### config.mk
export PLATFORM = sky130hd
export DESIGN_NAME = n64_read_response
export DESIGN_NICKNAME = d
export VERILOG_FILES = /design/src/rtl/n64_pkg.sv /design/src/rtl/n64_line_sync.sv /design/src/rtl/n64_read_response.sv
export SDC_FILE = /design/constraint.sdc
export NUM_CORES = 1
export LEC_CHECK = 0
export CORE_UTILIZATION = 60
export DETAILED_ROUTE_END_ITERATION = 8
export DONT_BUFFER_PORTS = 1
export PLACE_DENSITY = 0.78
export RECOVER_POWER = 50
export SLEW_MARGIN = 10
export SYNTH_ARGS = -nofsm -noshare
export SYNTH_HDL_FRONTEND = slang
export SYNTH_SLANG_ARGS = --single-unit
### constraint.sdc
create_clock -name clk -period 7.4 [get_ports clk]
set_input_delay 1.11 -clock clk [delete_from_list [all_inputs] [get_ports clk]]
set_output_delay 1.11 -clock clk [all_outputs]
set_load 0.02 [all_outputs]
### src/rtl/n64_pkg.sv
// Shared N64 controller-link definitions: bit timing, response width and the
// receiver state encoding used by the read-response block.
package n64_pkg;

  // Nominal bit timing at 100 MHz (clk per phase boundary inside a 4 us bit)
  localparam int T_START        = 100;
  localparam int T_DATA         = 300;
  localparam int T_STOP         = 400;
  localparam int T_SAMPLE       = 200;
  localparam int T_LOW_MAX      = 350;
  localparam int T_HIGH_MAX     = 600;
  localparam int T_RESP_TIMEOUT = 20000;

  localparam int RESP_W = 32;
  localparam int CNT_W  = 16;

  typedef enum logic [2:0] {
    IDLE,
    WAIT_FALL,
    LOW,
    DONE,
    ERR
  } rx_state_t;

  function automatic bit fits_cnt(input int v);
    return (v >= 0) && (v < (1 << CNT_W));
  endfunction

endpackage

### src/rtl/n64_line_sync.sv
// Two-flop synchronizer for the open-drain controller line plus a falling-edge
// strobe on the synchronized value.
module n64_line_sync (
  input  logic clk,
  input  logic reset_n,
  input  logic data_in,
  output logic line_s,
  output logic fall_s
);

  logic meta_q, sync_q, prev_q;

  // Idle-high reset keeps a released line from looking like an edge
  always_ff @(posedge clk or negedge reset_n) begin
    if (!reset_n) begin
      meta_q <= 1'b1;
      sync_q <= 1'b1;
      prev_q <= 1'b1;
    end else begin
      meta_q <= data_in;
      sync_q <= meta_q;
      prev_q <= sync_q;
    end
  end

  assign line_s = sync_q;
  assign fall_s = prev_q & ~sync_q;

endmodule

### src/rtl/n64_read_response.sv
// Receiver half of the N64 single-wire link: times each controller bit from its
// falling edge, samples at mid-bit and assembles the LSB-first response word.
module n64_read_response
  import n64_pkg::*;
#(
  parameter int NUM_BITS     = RESP_W,
  parameter int SAMPLE_POINT = T_SAMPLE,
  parameter int LOW_MAX      = T_LOW_MAX,
  parameter int HIGH_MAX     = T_HIGH_MAX,
  parameter int RESP_TIMEOUT = T_RESP_TIMEOUT
) (
  input  logic                clk,
  input  logic                reset_n,
  input  logic                en,
  input  logic                data_in,
  output logic [NUM_BITS-1:0] rx_data,
  output logic                rx_valid,
  output logic                rx_error,
  output logic                busy
);

  localparam int IDX_W = $clog2(NUM_BITS + 1);

  if (!fits_cnt(SAMPLE_POINT) || !fits_cnt(LOW_MAX) || !fits_cnt(HIGH_MAX) ||
      !fits_cnt(RESP_TIMEOUT) || (SAMPLE_POINT >= LOW_MAX) || (NUM_BITS < 1)) begin : g_param_check
    $error("n64_read_response: timing parameters must fit the 16-bit counter and SAMPLE_POINT < LOW_MAX");
  end

  localparam logic [CNT_W-1:0] C_SAMPLE  = CNT_W'(SAMPLE_POINT);
  localparam logic [CNT_W-1:0] C_LOW_MAX = CNT_W'(LOW_MAX);
  localparam logic [CNT_W-1:0] C_HIGH    = CNT_W'(HIGH_MAX);
  localparam logic [CNT_W-1:0] C_TIMEOUT = CNT_W'(RESP_TIMEOUT);
  localparam logic [IDX_W-1:0] STOP_IDX  = IDX_W'(NUM_BITS);

  rx_state_t             state;
  logic [CNT_W-1:0]      cnt;
  logic [CNT_W-1:0]      cnt_inc;
  logic [CNT_W-1:0]      wait_lim;
  logic [IDX_W-1:0]      bit_idx;
  logic [NUM_BITS-1:0]   shreg;
  logic                  line_s;
  logic                  fall_s;

  n64_line_sync u_sync (
    .clk     (clk),
    .reset_n (reset_n),
    .data_in (data_in),
    .line_s  (line_s),
    .fall_s  (fall_s)
  );

  assign cnt_inc  = (cnt == {CNT_W{1'b1}}) ? cnt : cnt + CNT_W'(1);
  // Only the first bit gets the long response window
  assign wait_lim = (bit_idx == '0) ? C_TIMEOUT : C_HIGH;

  always_ff @(posedge clk or negedge reset_n) begin
    if (!reset_n) begin
      state    <= IDLE;
      cnt      <= '0;
      bit_idx  <= '0;
      shreg    <= '0;
      rx_data  <= '0;
      rx_valid <= 1'b0;
      rx_error <= 1'b0;
      busy     <= 1'b0;
    end else begin
      rx_valid <= 1'b0;
      rx_error <= 1'b0;
      case (state)
        IDLE: begin
          if (en) begin
            state   <= WAIT_FALL;
            busy    <= 1'b1;
            cnt     <= '0;
            bit_idx <= '0;
          end
        end

        WAIT_FALL: begin
          if (fall_s) begin
            state <= LOW;
            cnt   <= '0;
          end else if (cnt >= wait_lim) begin
            state    <= ERR;
            rx_error <= 1'b1;
          end else begin
            cnt <= cnt_inc;
          end
        end

        LOW: begin
          cnt <= cnt_inc;
          if (cnt == C_SAMPLE) begin
            if (bit_idx == STOP_IDX) begin
              // Stop bit decides the frame right at its sample point
              if (line_s) begin
                state    <= DONE;
                rx_data  <= shreg;
                rx_valid <= 1'b1;
              end else begin
                state    <= ERR;
                rx_error <= 1'b1;
              end
            end else begin
              shreg <= {line_s, shreg[NUM_BITS-1:1]};
              if (line_s) begin
                state   <= WAIT_FALL;
                cnt     <= '0;
                bit_idx <= bit_idx + IDX_W'(1);
              end
            end
          end else if ((cnt > C_SAMPLE) && line_s) begin
            state   <= WAIT_FALL;
            cnt     <= '0;
            bit_idx <= bit_idx + IDX_W'(1);
          end else if (cnt >= C_LOW_MAX) begin
            state    <= ERR;
            rx_error <= 1'b1;
          end
        end

        DONE, ERR: begin
          state <= IDLE;
          busy  <= 1'b0;
        end

        default: begin
          state <= IDLE;
          busy  <= 1'b0;
        end
      endcase
    end
  end

endmodule

==> metrics.txt <==
drt total wl=7876 um; CP Data Required Time=7650 ps; area grow syn2layout=5.892%; gpl congestion=0.8850; Seq/Total Area, Yosys=54.43%; syn_area_per_cell=12.12 um^2; Yosys top cell area share=52.63%; Syn. warnings=0; final instance area=0.004632 mm^2; Mapped Cells=361; met2 routed wirelength=3818 um; run status=complete, no violations; syn nets=376; die footprint=0.007636 mm^2; Pins Over Slew Limit=0; Synth Area in Adders=3.146%; top cells by area, synth=dfrtp_1 (53%), mux2_1 (8.2%), mux2_2 (8.2%); number of synthesized register bits=95; CORE AREA=0.006907 mm^2; final hold vios=0; Peak VDD IR=0.1868 mV; GRT Overall Usage=23.21%; CTS Buffer Depth=2; peak fanout along the critical path=19; Post-route DRC=0; post-route setup TNS=0 ps; vias in the first global route=2742; max_slew headroom=42.90%; Buffers on Ports=0; Max Clock Skew=7.607 ps; Synth Area in Compound Gates=10.18%; PwrDens=285.2 mW/mm^2; drt pass-1 iters=4; grt total ovfl=0; crit path capture type=register; Top Metal Used=met4; global-route wire length before repair=13420 um; pin count of the biggest net entering global routing=96; postcts setup bufs=0; placed cell area=0.004412 mm^2; top_reg_cell synth=dfrtp_1; Synth area leader=dfrtp_1; Leakage=2.268 nW; xor and xnor area share after synthesis=0.6007%; std cell rows=30; Post-synth EDFFs=0; clock sink count=95; main combinational cell family by area after synthesis=multiplexers; Worst-path clk slew=90 ps; Die Ht=87.39 um; H-tree levels=3; library cells used by synthesis=55; CP startpoint kind=register; class of the worst hold path=reg -> reg; initial antenna violation count=0; fin crit share=53.55%; WL/cell=17.23 um; vias post-DR=2831; share of layout cells above drive strength 1=15.79%; total chip power=1.321 mW; number of buffers created by CTS=9; met3 routed WL=412 um; fin crit period=3962 ps; root buffer cell=clkbuf_8; Top Ports=39; Async SR Flop Fraction=100.0%; CTS tree=built; antenna-violating nets left=0; Hold-fix buffers, CTS=0; mux contribution to synthesized area=16.93%; Synth Cell Area=0.004374 mm^2; Max Freq=0.2524 GHz; arrival time worst endpoint=4210 ps; # setup viols final=0; Synth Area in Simple Gates=12.01%; drt via density=6.195; worst skew pair latency=360 ps; Nets=371; Die Width=87.39 um; Worst Tran Pin Value=856.5 ps; 1st-iter DRT viols=178; post-cts gate resize count=0; max cap viols=0; DP HPWL=5308 um; unrepaired setup endpoints after global routing=false; met1 wire length=3545 um; kind of critical path=reg -> reg; diode count=0; Starting Density=63.33%
## final cells by class
class | instances | area [um^2]
Tap cell | 96 | 120.1
Timing Repair Buffer | 1 | 7.507
Clock buffer | 10 | 127.6
Fill cell | 515 | 2275
Inverter | 7 | 26.28
Multi-Input combinational cell | 242 | 1877
Sequential cell | 95 | 2381
Clock inverter | 6 | 92.59
## cells in the mapped netlist (3+ instances only)
| cell type | count |
|---|---|
| o31ai_1 | 5 |
| buf_4 | 3 |
| dfrtp_1 | 92 |
| a31oi_1 | 14 |
| nand2b_1 | 3 |
| nor2_1 | 14 |
| and2_1 | 6 |
| o21ai_0 | 9 |
| ha_1 | 11 |
| a21oi_1 | 14 |
| and4_1 | 3 |
| clkbuf_1 | 11 |
| and3_1 | 9 |
| a21boi_0 | 3 |
| nand4_1 | 7 |
| nand2_1 | 22 |
| mux2_1 | 32 |
| nand3_1 | 12 |
| dfstp_2 | 3 |
| mux2_2 | 32 |
| xnor2_1 | 3 |
| inv_1 | 7 |
## worst max-delay path: stages, from the launching register on
cell      delay (ps)
dfrtp_1          420
inv_1             90
ha_1             130
nor4b_1          500
nand2b_1         310
inv_1            150
ha_1             250
a211oi_1         300
nand4b_1         130
a211o_1          370
a21oi_2          680
a21bo_1          310
a32o_1           210
## kinds of logic after synthesis
logic type,after synthesis
and+or+nand+nor,95
DFF,95
AOI/OAI and AO/OA,67
muxes,66
buffers and inverters,24
adders and majority gates,11
xor gates and xnor gates,3
## state kept, by name, indices dropped and copies added (netlist names)
name           cells
cnt               16
shreg             32
u_sync.line_s      1
busy               1
rx_error           1
rx_data           32
u_sync.meta_q      1
bit_idx            6
state              3
rx_valid           1
u_sync.prev_q      1
## layer usage
| metal | vias up | track usage (%) |
|---|---|---|
| met1 | 1422 | 32.27 |
| met2 | 75 | 35.58 |
| met5 | - | 0 |
| met3 | 8 | 6.161 |
| li1 | 1326 | - |
| met4 | 0 | 7.750 |
## stage by stage
stage | utilization, % | hold slack, ps | setup WS (ps) | instances
floorplan | - | 345.2 | 4317 | 361
global placement | 63.88 | 348.6 | 3741 | 441
detailed placement | 63.88 | 346.8 | 3556 | 441
CTS | 67.07 | 359.6 | 3505 | 457
global route | 67.07 | 368.5 | 3205 | 457
finish | 67.07 | 364.4 | 3438 | 457
## where the power goes
| part | total [mW] | internal [mW] | switching (mW) |
|---|---|---|---|
| Combinational | 0.326 | 0.127 | 0.199 |
| Sequential | 0.621 | 0.555 | 0.0663 |
| Clock | 0.374 | 0.193 | 0.181 |
## final timing paths
check	from	end	slack (ps)	cells past startpoint
worst min-delay path	u_sync.meta_q	u_sync.line_s	360	0
min in group asynchronous	reset_n	cnt[14]	430	0
worst max register to register	bit_idx[0]	cnt[1]	3440	12
max in group asynchronous	reset_n	u_sync.meta_q	6720	0
worst max-delay path	bit_idx[0]	cnt[1]	3440	12
worst min register to register	u_sync.meta_q	u_sync.line_s	360	0
## layout by cell type, fill, tap and decap left out, types with 2 or more instances in the layout
| master | instances |
|---|---|
| nor2b_1 | 2 |
| dfstp_2 | 2 |
| nand4_1 | 7 |
| a22o_1 | 2 |
| and3_1 | 8 |
| nor2_1 | 14 |
| a211o_1 | 2 |
| dfrtp_1 | 92 |
| nor3_1 | 2 |
| mux2_2 | 32 |
| o22ai_1 | 2 |
| mux2i_1 | 2 |
| a21boi_0 | 3 |
| inv_1 | 7 |
| a21oi_1 | 14 |
| or4_1 | 2 |
| a31oi_1 | 14 |
| ha_1 | 11 |
| nand3_1 | 12 |
| and2_1 | 6 |
| clkbuf_8 | 9 |
| nand4b_1 | 2 |
| a211oi_1 | 2 |
| mux2_1 | 32 |
| nand2_1 | 22 |
| nand2b_1 | 3 |
| o21ai_0 | 9 |
| and4_1 | 3 |
| nor4_1 | 2 |
| a41oi_1 | 2 |
| o31ai_1 | 5 |
| bufinv_16 | 2 |
| xnor2_1 | 3 |
| nor4b_1 | 2 |
No activity file was read; power rests on OpenSTA's default activity.
